===== src/rtl/mips_io_pkg.sv =====
// ============================================================================
// Module      : mips_io_pkg
// Description : Shared constants and inbound-holder state type for the MIPS
//               memory-mapped I/O bridge.
// Revision    : 1.0 - initial release
// ============================================================================
`default_nettype none

package mips_io_pkg;

    localparam int MIPS_IO_DATA_W = 16;

    typedef enum logic [0:0] {
        IO_EMPTY = 1'b0,
        IO_HELD  = 1'b1
    } io_state_e;

    localparam logic [7:0] DROP_CNT_MAX = 8'hFF;

endpackage : mips_io_pkg

`default_nettype wire


===== src/rtl/mips_io_ofifo.sv =====
// ============================================================================
// Module      : mips_io_ofifo
// Description : Parameterised synchronous circular FIFO with occupancy count.
// Revision    : 1.0 - initial release
// ============================================================================
`default_nettype none

module mips_io_ofifo #(
    parameter  int DATA_W = 16,
    parameter  int DEPTH  = 4,
    localparam int PTR_W  = $clog2(DEPTH),
    localparam int CNT_W  = $clog2(DEPTH) + 1
) (
    input  logic              clk,
    input  logic              reset,
    input  logic              push,
    input  logic [DATA_W-1:0] push_data,
    input  logic              pop,
    output logic [DATA_W-1:0] head_data,
    output logic              full,
    output logic              empty,
    output logic [CNT_W-1:0]  count
);

    logic [DATA_W-1:0] r_mem [DEPTH];
    logic [PTR_W-1:0]  r_rd_ptr;
    logic [PTR_W-1:0]  r_wr_ptr;
    logic [CNT_W-1:0]  r_count;
    logic              w_push;
    logic              w_pop;

    // Qualify locally so the FIFO can never overflow or underflow.
    assign w_push = push && !full;
    assign w_pop  = pop  && !empty;

    always_ff @(posedge clk) begin
        if (reset) begin
            r_rd_ptr <= '0;
            r_wr_ptr <= '0;
            r_count  <= '0;
        end else begin
            if (w_push) begin
                r_wr_ptr <= r_wr_ptr + 1'b1;
            end
            if (w_pop) begin
                r_rd_ptr <= r_rd_ptr + 1'b1;
            end
            case ({w_push, w_pop})
                2'b10:   r_count <= r_count + 1'b1;
                2'b01:   r_count <= r_count - 1'b1;
                default: r_count <= r_count;
            endcase
        end
    end

    always_ff @(posedge clk) begin
        if (w_push) begin
            r_mem[r_wr_ptr] <= push_data;
        end
    end

    assign full      = (r_count == CNT_W'(DEPTH));
    assign empty     = (r_count == '0);
    assign count     = r_count;
    assign head_data = r_mem[r_rd_ptr];

endmodule : mips_io_ofifo

`default_nettype wire


===== src/rtl/mips_io_bridge.sv =====
// ============================================================================
// Module      : mips_io_bridge
// Description : MIPS core I/O bridge: outbound write FIFO to a valid/ready sink,
//               one-word inbound holder from a valid/ready source.
//               Define MIPS_IO_IRQ_EN to drive interrupt from the held state.
// Revision    : 1.0 - initial release
// ============================================================================
`default_nettype none

module mips_io_bridge
    import mips_io_pkg::*;
#(
    parameter int DATA_W      = MIPS_IO_DATA_W,
    parameter int OFIFO_DEPTH = 4
) (
    input  logic              clk,
    input  logic              reset,
    input  logic [DATA_W-1:0] core_data_out,
    input  logic              core_wr,
    input  logic              core_rd,
    output logic [DATA_W-1:0] data_in,
    output logic              core_in_valid,
    output logic              interrupt,
    output logic              ofifo_full,
    output logic [7:0]        drop_cnt,
    output logic [DATA_W-1:0] ext_out_data,
    output logic              ext_out_valid,
    input  logic              ext_out_ready,
    input  logic [DATA_W-1:0] ext_in_data,
    input  logic              ext_in_valid,
    output logic              ext_in_ready
);

    localparam int OFIFO_CNT_W = $clog2(OFIFO_DEPTH) + 1;

    logic [DATA_W-1:0]      w_head_data;
    logic                   w_full;
    logic                   w_empty;
    logic [OFIFO_CNT_W-1:0] w_count;
    logic                   w_push;
    logic                   w_pop;

    io_state_e              r_state;
    logic [DATA_W-1:0]      r_data_in;
    logic [7:0]             r_drop_cnt;

    // ------------------------------------------------------------------
    // Outbound path
    // ------------------------------------------------------------------
    assign w_push = core_wr && !w_full;
    assign w_pop  = ext_out_valid && ext_out_ready;

    mips_io_ofifo #(
        .DATA_W (DATA_W),
        .DEPTH  (OFIFO_DEPTH)
    ) u_ofifo (
        .clk       (clk),
        .reset     (reset),
        .push      (w_push),
        .push_data (core_data_out),
        .pop       (w_pop),
        .head_data (w_head_data),
        .full      (w_full),
        .empty     (w_empty),
        .count     (w_count)
    );

    assign ext_out_valid = (w_count != '0);
    // Storage is not reset, so mask the head while empty to present zero.
    assign ext_out_data  = w_empty ? '0 : w_head_data;
    assign ofifo_full    = w_full;

    // Rejected writes use the pre-edge full flag, so a simultaneous pop
    // does not rescue the write.
    always_ff @(posedge clk) begin
        if (reset) begin
            r_drop_cnt <= '0;
        end else if (core_wr && w_full && (r_drop_cnt != DROP_CNT_MAX)) begin
            r_drop_cnt <= r_drop_cnt + 1'b1;
        end
    end

    assign drop_cnt = r_drop_cnt;

    // ------------------------------------------------------------------
    // Inbound holder
    // ------------------------------------------------------------------
    always_ff @(posedge clk) begin
        if (reset) begin
            r_state   <= IO_EMPTY;
            r_data_in <= '0;
        end else begin
            case (r_state)
                IO_EMPTY: begin
                    if (ext_in_valid) begin
                        r_data_in <= ext_in_data;
                        r_state   <= IO_HELD;
                    end
                end
                IO_HELD: begin
                    if (core_rd) begin
                        r_state <= IO_EMPTY;
                    end
                end
                default: r_state <= IO_EMPTY;
            endcase
        end
    end

    assign data_in       = r_data_in;
    assign core_in_valid = (r_state == IO_HELD);
    assign ext_in_ready  = (r_state == IO_EMPTY) && !reset;

`ifdef MIPS_IO_IRQ_EN
    assign interrupt = (r_state == IO_HELD);
`else
    assign interrupt = 1'b0;
`endif

endmodule : mips_io_bridge

`default_nettype wire


===== config.mk =====
export PLATFORM = sky130hd
export DESIGN_NAME = mips_io_bridge
export DESIGN_NICKNAME = d
export VERILOG_FILES = /design/src/rtl/mips_io_pkg.sv /design/src/rtl/mips_io_ofifo.sv /design/src/rtl/mips_io_bridge.sv
export SDC_FILE = /design/constraint.sdc
export NUM_CORES = 1
export LEC_CHECK = 0
export CAP_MARGIN = 20
export CORE_ASPECT_RATIO = 1.5
export CORE_UTILIZATION = 45
export DETAILED_ROUTE_END_ITERATION = 6
export PLACE_DENSITY = 0.73
export SLEW_MARGIN = 20
export SYNTH_ARGS = -nofsm -noshare
export SYNTH_HDL_FRONTEND = slang
export SYNTH_SLANG_ARGS = --single-unit

===== constraint.sdc =====
create_clock -name clk -period 3.5 [get_ports clk]
set_clock_uncertainty 0.15 [all_clocks]
set_input_delay 1.05 -clock clk [delete_from_list [all_inputs] [get_ports clk]]
set_output_delay 1.05 -clock clk [all_outputs]
set_load 0.01 [all_outputs]

-- Word-level counts from Yosys, hierarchy flattened
Memory sizes are Yosys's and may differ from the RTL's. A register that Yosys moved wholly into a read port is not among the register bits.
Index checks and enable logic that the tools add are counted.
- $add $sub $neg: 5
- multipliers: 0
- divide/modulo/power cells: 0
- magnitude comparators: 0
- equality and inequality tests: 4
- shift-type cells: 0
- muxes and demuxes: 9
- bitwise logic cells: 1
- reductions and logical operators: 14
- operators with widths (cell ; number):
    two-way mux 16 bit ; 1
    adder 8 x 1 -> 8 bit, second input constant ; 1
    != test 8 bit, second input constant ; 1
    logical AND 1 bit ; 7
    case mux 3 bit (2 select lines) ; 1
    adder 2 x 1 -> 2 bit, second input constant ; 2
    two-way mux 1 bit ; 4
    two-way mux 2 bit ; 2
    adder 3 x 1 -> 3 bit, second input constant ; 1
    == test 3 bit, second input constant ; 1
    zero test 1 bit ; 3
    zero test 3 bit ; 1
    nonzero test 3 bit ; 1
    subtractor 3 x 1 -> 3 bit, second input constant ; 1
    == test 2 x 1 -> 1 bit, second input constant ; 1
    == test 2 bit, second input constant ; 1
    case mux 1 bit (2 select lines) ; 1
    AND reduction 2 bit ; 1
    nonzero test 2 bit ; 1
    NOT 1 bit ; 1
- register bits after elaboration: 32
- bits in latches: 0
- bits in writable memories: 64
- ROM bits: 0
- input port bits: 38
- output and inout port bits: 45
- logic and storage cells: 40
- memories: 1
- memories (memory ; depth ; width ; read ports ; clocked after memory_dff ; write ports ; RTL line ; source):
    u_ofifo.r_mem ; 4 ; 16 ; 1 ; 1 ; 1 ; mips_io_ofifo.sv:25 ; logic [DATA_W-1:0] r_mem [DEPTH];

-- Depth between registers and ports, before layout
- depth in word-level cells: 6
- gate-level depth with buffers: 12

-- Modules after synthesis
Synthesis repeated with hierarchy kept, for this count alone.
- cell total of the unflattened synthesis: 285
- area total of the unflattened synthesis: 4002.6 µm²
- by module, submodules not included (module ; instances ; cells an instance ; area each (µm²) ; seq. area each (µm²)):
    mips_io_ofifo ; 1 ; 138 ; 2821.5 ; 2102.0
    mips_io_bridge ; 1 ; 147 ; 1181.1 ; 500.5

-- Least setup slack after synthesis
Ideal clock, no wire load.
- path kind: input to output
- start: input reset
- end: output ext_in_ready
- arrival: 1.609 ns
- required time: 2.300 ns
- path slack: 0.691 ns
- stages on the path: 3
- buffers on the path: 2
- path through: buf_2 > buf_1 > nor2_1
- cells in the longest elaborated chain, start to end: 2
- ends and longest elaborated chain (element ; RTL line ; source):
    start, declared ; mips_io_bridge.sv:17 ; input logic reset,
    zero test 1 bit ; mips_io_bridge.sv:112 ; assign ext_in_ready = (r_state == IO_EMPTY) && !reset;
    logical AND 1 bit ; mips_io_bridge.sv:112 ;
    end, declared ; mips_io_bridge.sv:31 ; output logic ext_in_ready
No other way between the ends.

-- Worst setup path after layout
Ends and elaborated chain as after synthesis.

==> flow_summary.ini <==
[floorplanning]
coreArea_mm2 = 0.00878
die_area_mm2 = 0.00937
start_util = 0.460
ios = 83
die_y_um = 118
core.rowCount = 42
die_w_um = 79.4

[clock_network]
cts-root-buf = clkbuf_16
insertion_delay_ns = 0.33
cts_sinks = 98
cts_tree = yes
clockBufferDepth = 2
path_clk_slew_ns = 0.06
ctsHtreeMaxLevel = 3
cts_inserted_buffers = 9

[setup_path]
crit_path_cell_trace = clkdlybuf4s50_1 > nor2_1 > clkdlybuf4s50_1
worst-r2r-setup-slack_ns = 0.80
reg2reg_from = u_ofifo.count[0]
rr_worst_depth = 10
timing.rr.end = u_ofifo.count[2]
cp_data_arrival_time_ns = 2.15
critical-path-top-delay-family = buffers and inverters
endpoint_kind = output pin
slowest_delay_ns = 0.54
worstSetupPathType = primary input to output pin
critPathBufInv = 2
slowest_stage = clkdlybuf4s50_1
cp_data_required_time_ns = 2.30
cpMostUsedCell = clkdlybuf4s50_1
cp_max_fo = 2
startpoint_type = primary input

[pwr]
ir_drop_v = 0.000322
powerDensity_mw_per_mm2 = 612
power.total_uw = 3200
leakagePower_uw = 0.00181

[routing]
drt_wl_total_mm = 7.23
routedWlPerCell_um = 14.9
vias = 2495
ant_nets = 0
drtIter0Drc = 127
via_per_inst = 5.14
drc_errors = 0
first_pass_iters = 4

[synthesis]
syn_area_mm2 = 0.00404
synth.ff_latch_count = 98
syn_avg_cell_area_um2 = 14.0
synthFlopType = edfxtp_1
synth_top_area_frac = 0.476
ys_top_cells_by_area = edfxtp_1 (48%), dfxtp_1 (17%), mux4_2 (6.7%)
synthArstFlopShare = 0
synth_cell_types = 44
yosysWarnings = 0
ys_seq_area_frac = 0.644
synth.net_count = 333
synthCells = 288
synth-edff-count = 64
synth_common_cells = edfxtp_1 (64), nand2_1 (35), dfxtp_1 (34), nor2b_1 (22), a21oi_1 (20)
synth_most_common_cell = edfxtp_1
netlist.top_cell.by_area = edfxtp_1

[cells_and_area]
synthToLayoutAreaGrowth_pct = 29.3
fillerInstances = 723
fin_util = 0.595
diodes = 0
drive_gt1_frac = 0.131
nets = 415

[grt]
antenna_found_initial = 0
grt_max_degree = 38
grt_pass1_wl_mm = 11.8
gr-total-overflow = 0
grt_util_all_layers = 0.167
first_global_vias = 2507

[timing]
hold_violations = 0
max_clock_freq_mhz = 299
min_period_ns = 3.35
setup_viol = 0
slew_violations = 0
max_slew.worst_pin.slew_ns = 0.642
fin_setup_tns_ns = 0
slew_headroom = 0.572
grt_setup_unrepaired = false
min_period_over_period = 0.957

[place]
portBuffers = 81
dp_hpwl_mm = 4.89
globalplace.congestion = 0.699

[hold_path]
hp-class = flip-flop to flip-flop
hold_depth = 2
hold_end = data_in[3]
hp-start = data_in[3]

[status]
outcome = finished, final reports clean

[job]
cap_violations = 0
-- cell type report --
cell class | count | area (um2) | area share
multi-input cells | 161 | 1280 | 0.245
well taps | 110 | 138 | 0.0264
inverters | 12 | 57.6 | 0.0110
clock inverters | 2 | 12.5 | 0.00240
flip-flops and latches | 98 | 2600 | 0.499
clock buffers | 14 | 254 | 0.0486
repair buffers | 88 | 876 | 0.168
-- placed cells by master, fill, tap and decap left out, types with 5 or more instances in the layout --
cell             count
clkdlybuf4s50_1     81
edfxtp_1            64
nand2_1             35
dfxtp_1             33
nor2b_1             22
a21oi_1             20
nor2_1              14
mux4_2              12
inv_1               11
clkbuf_16            9
ha_1                 6
buf_4                6
nand3_1              5
-- how the worst max path moves through the flow --
| stage | startpoint | end | cells after the start |
|---|---|---|---|
| finish | reset | ext_in_ready | 3 |
| global placement | reset | ext_in_ready | 3 |
| floorplan | reset | ext_in_ready | 3 |
| global route | flip-flop | ext_out_data[10] | 4 |
| CTS | flip-flop | ext_out_data[10] | 4 |
| detailed placement | reset | ext_in_ready | 3 |
-- kinds of logic after synthesis --
family,count (synthesis),synth area share
flops,98,0.644
simple gates,93,0.123
compound gates,35,0.0542
buf+inv,29,0.0387
mux,21,0.107
fa+ha+maj,7,0.0235
xor+xnor,4,0.00867
other cells,1,0.000928
-- report_power, final --
| part | internal (uW) | switching (uW) |
|---|---|---|
| clock network | 501 | 375 |
| registers | 1340 | 63.2 |
| logic | 525 | 388 |
| total | 2370 | 826 |
-- metal layers --
layer,global-route usage,wire length [um],share of wire
met4,0.0682,112,0.015
met3,0.0504,479,0.066
met2,0.286,3760,0.52
met5,0,0,0
met1,0.191,2880,0.40
-- registers in the layout, summed over array words and instances, names as in the netlist, named ones only --
| register | cells |
|---|---|
| u_ofifo.r_rd_ptr | 2 |
| u_ofifo.r_mem | 64 |
| u_ofifo.count | 3 |
| drop_cnt | 8 |
| data_in | 16 |
| u_ofifo.r_wr_ptr | 2 |
| core_in_valid | 1 |
-- repair_timing --
| item | in CTS | in global routing |
|---|---|---|
| setup buffers | 0 | 0 |
| hold buffers | 0 | 0 |
| resized for setup | 0 | 1 |
| endpoints found under the setup margin | 0 | 3 |
| hold endpoints to repair | 0 | 0 |
-- through the flow --
step / hold WS [ns] / setup slack, ns / instance area [um2] / std cells
floorplan: 0.324 / 0.691 / 4040 / 288
global placement: 0.290 / 0.130 / 4950 / 469
detailed placement: 0.296 / 0.132 / 4950 / 469
CTS: 0.308 / 0.0140 / 5220 / 485
global route: 0.325 / 0.0641 / 5220 / 485
finish: 0.307 / 0.151 / 5220 / 485
-- worst min-delay path: cells and delay by family (launching register included) --
kind | cells | cell delay (ns)
DFF | 1 | 0.31
and+or+nand+nor | 1 | 0.05
AOI/OAI and AO/OA | 1 | 0.05
Note: power is estimated with default switching activity, not from simulation.
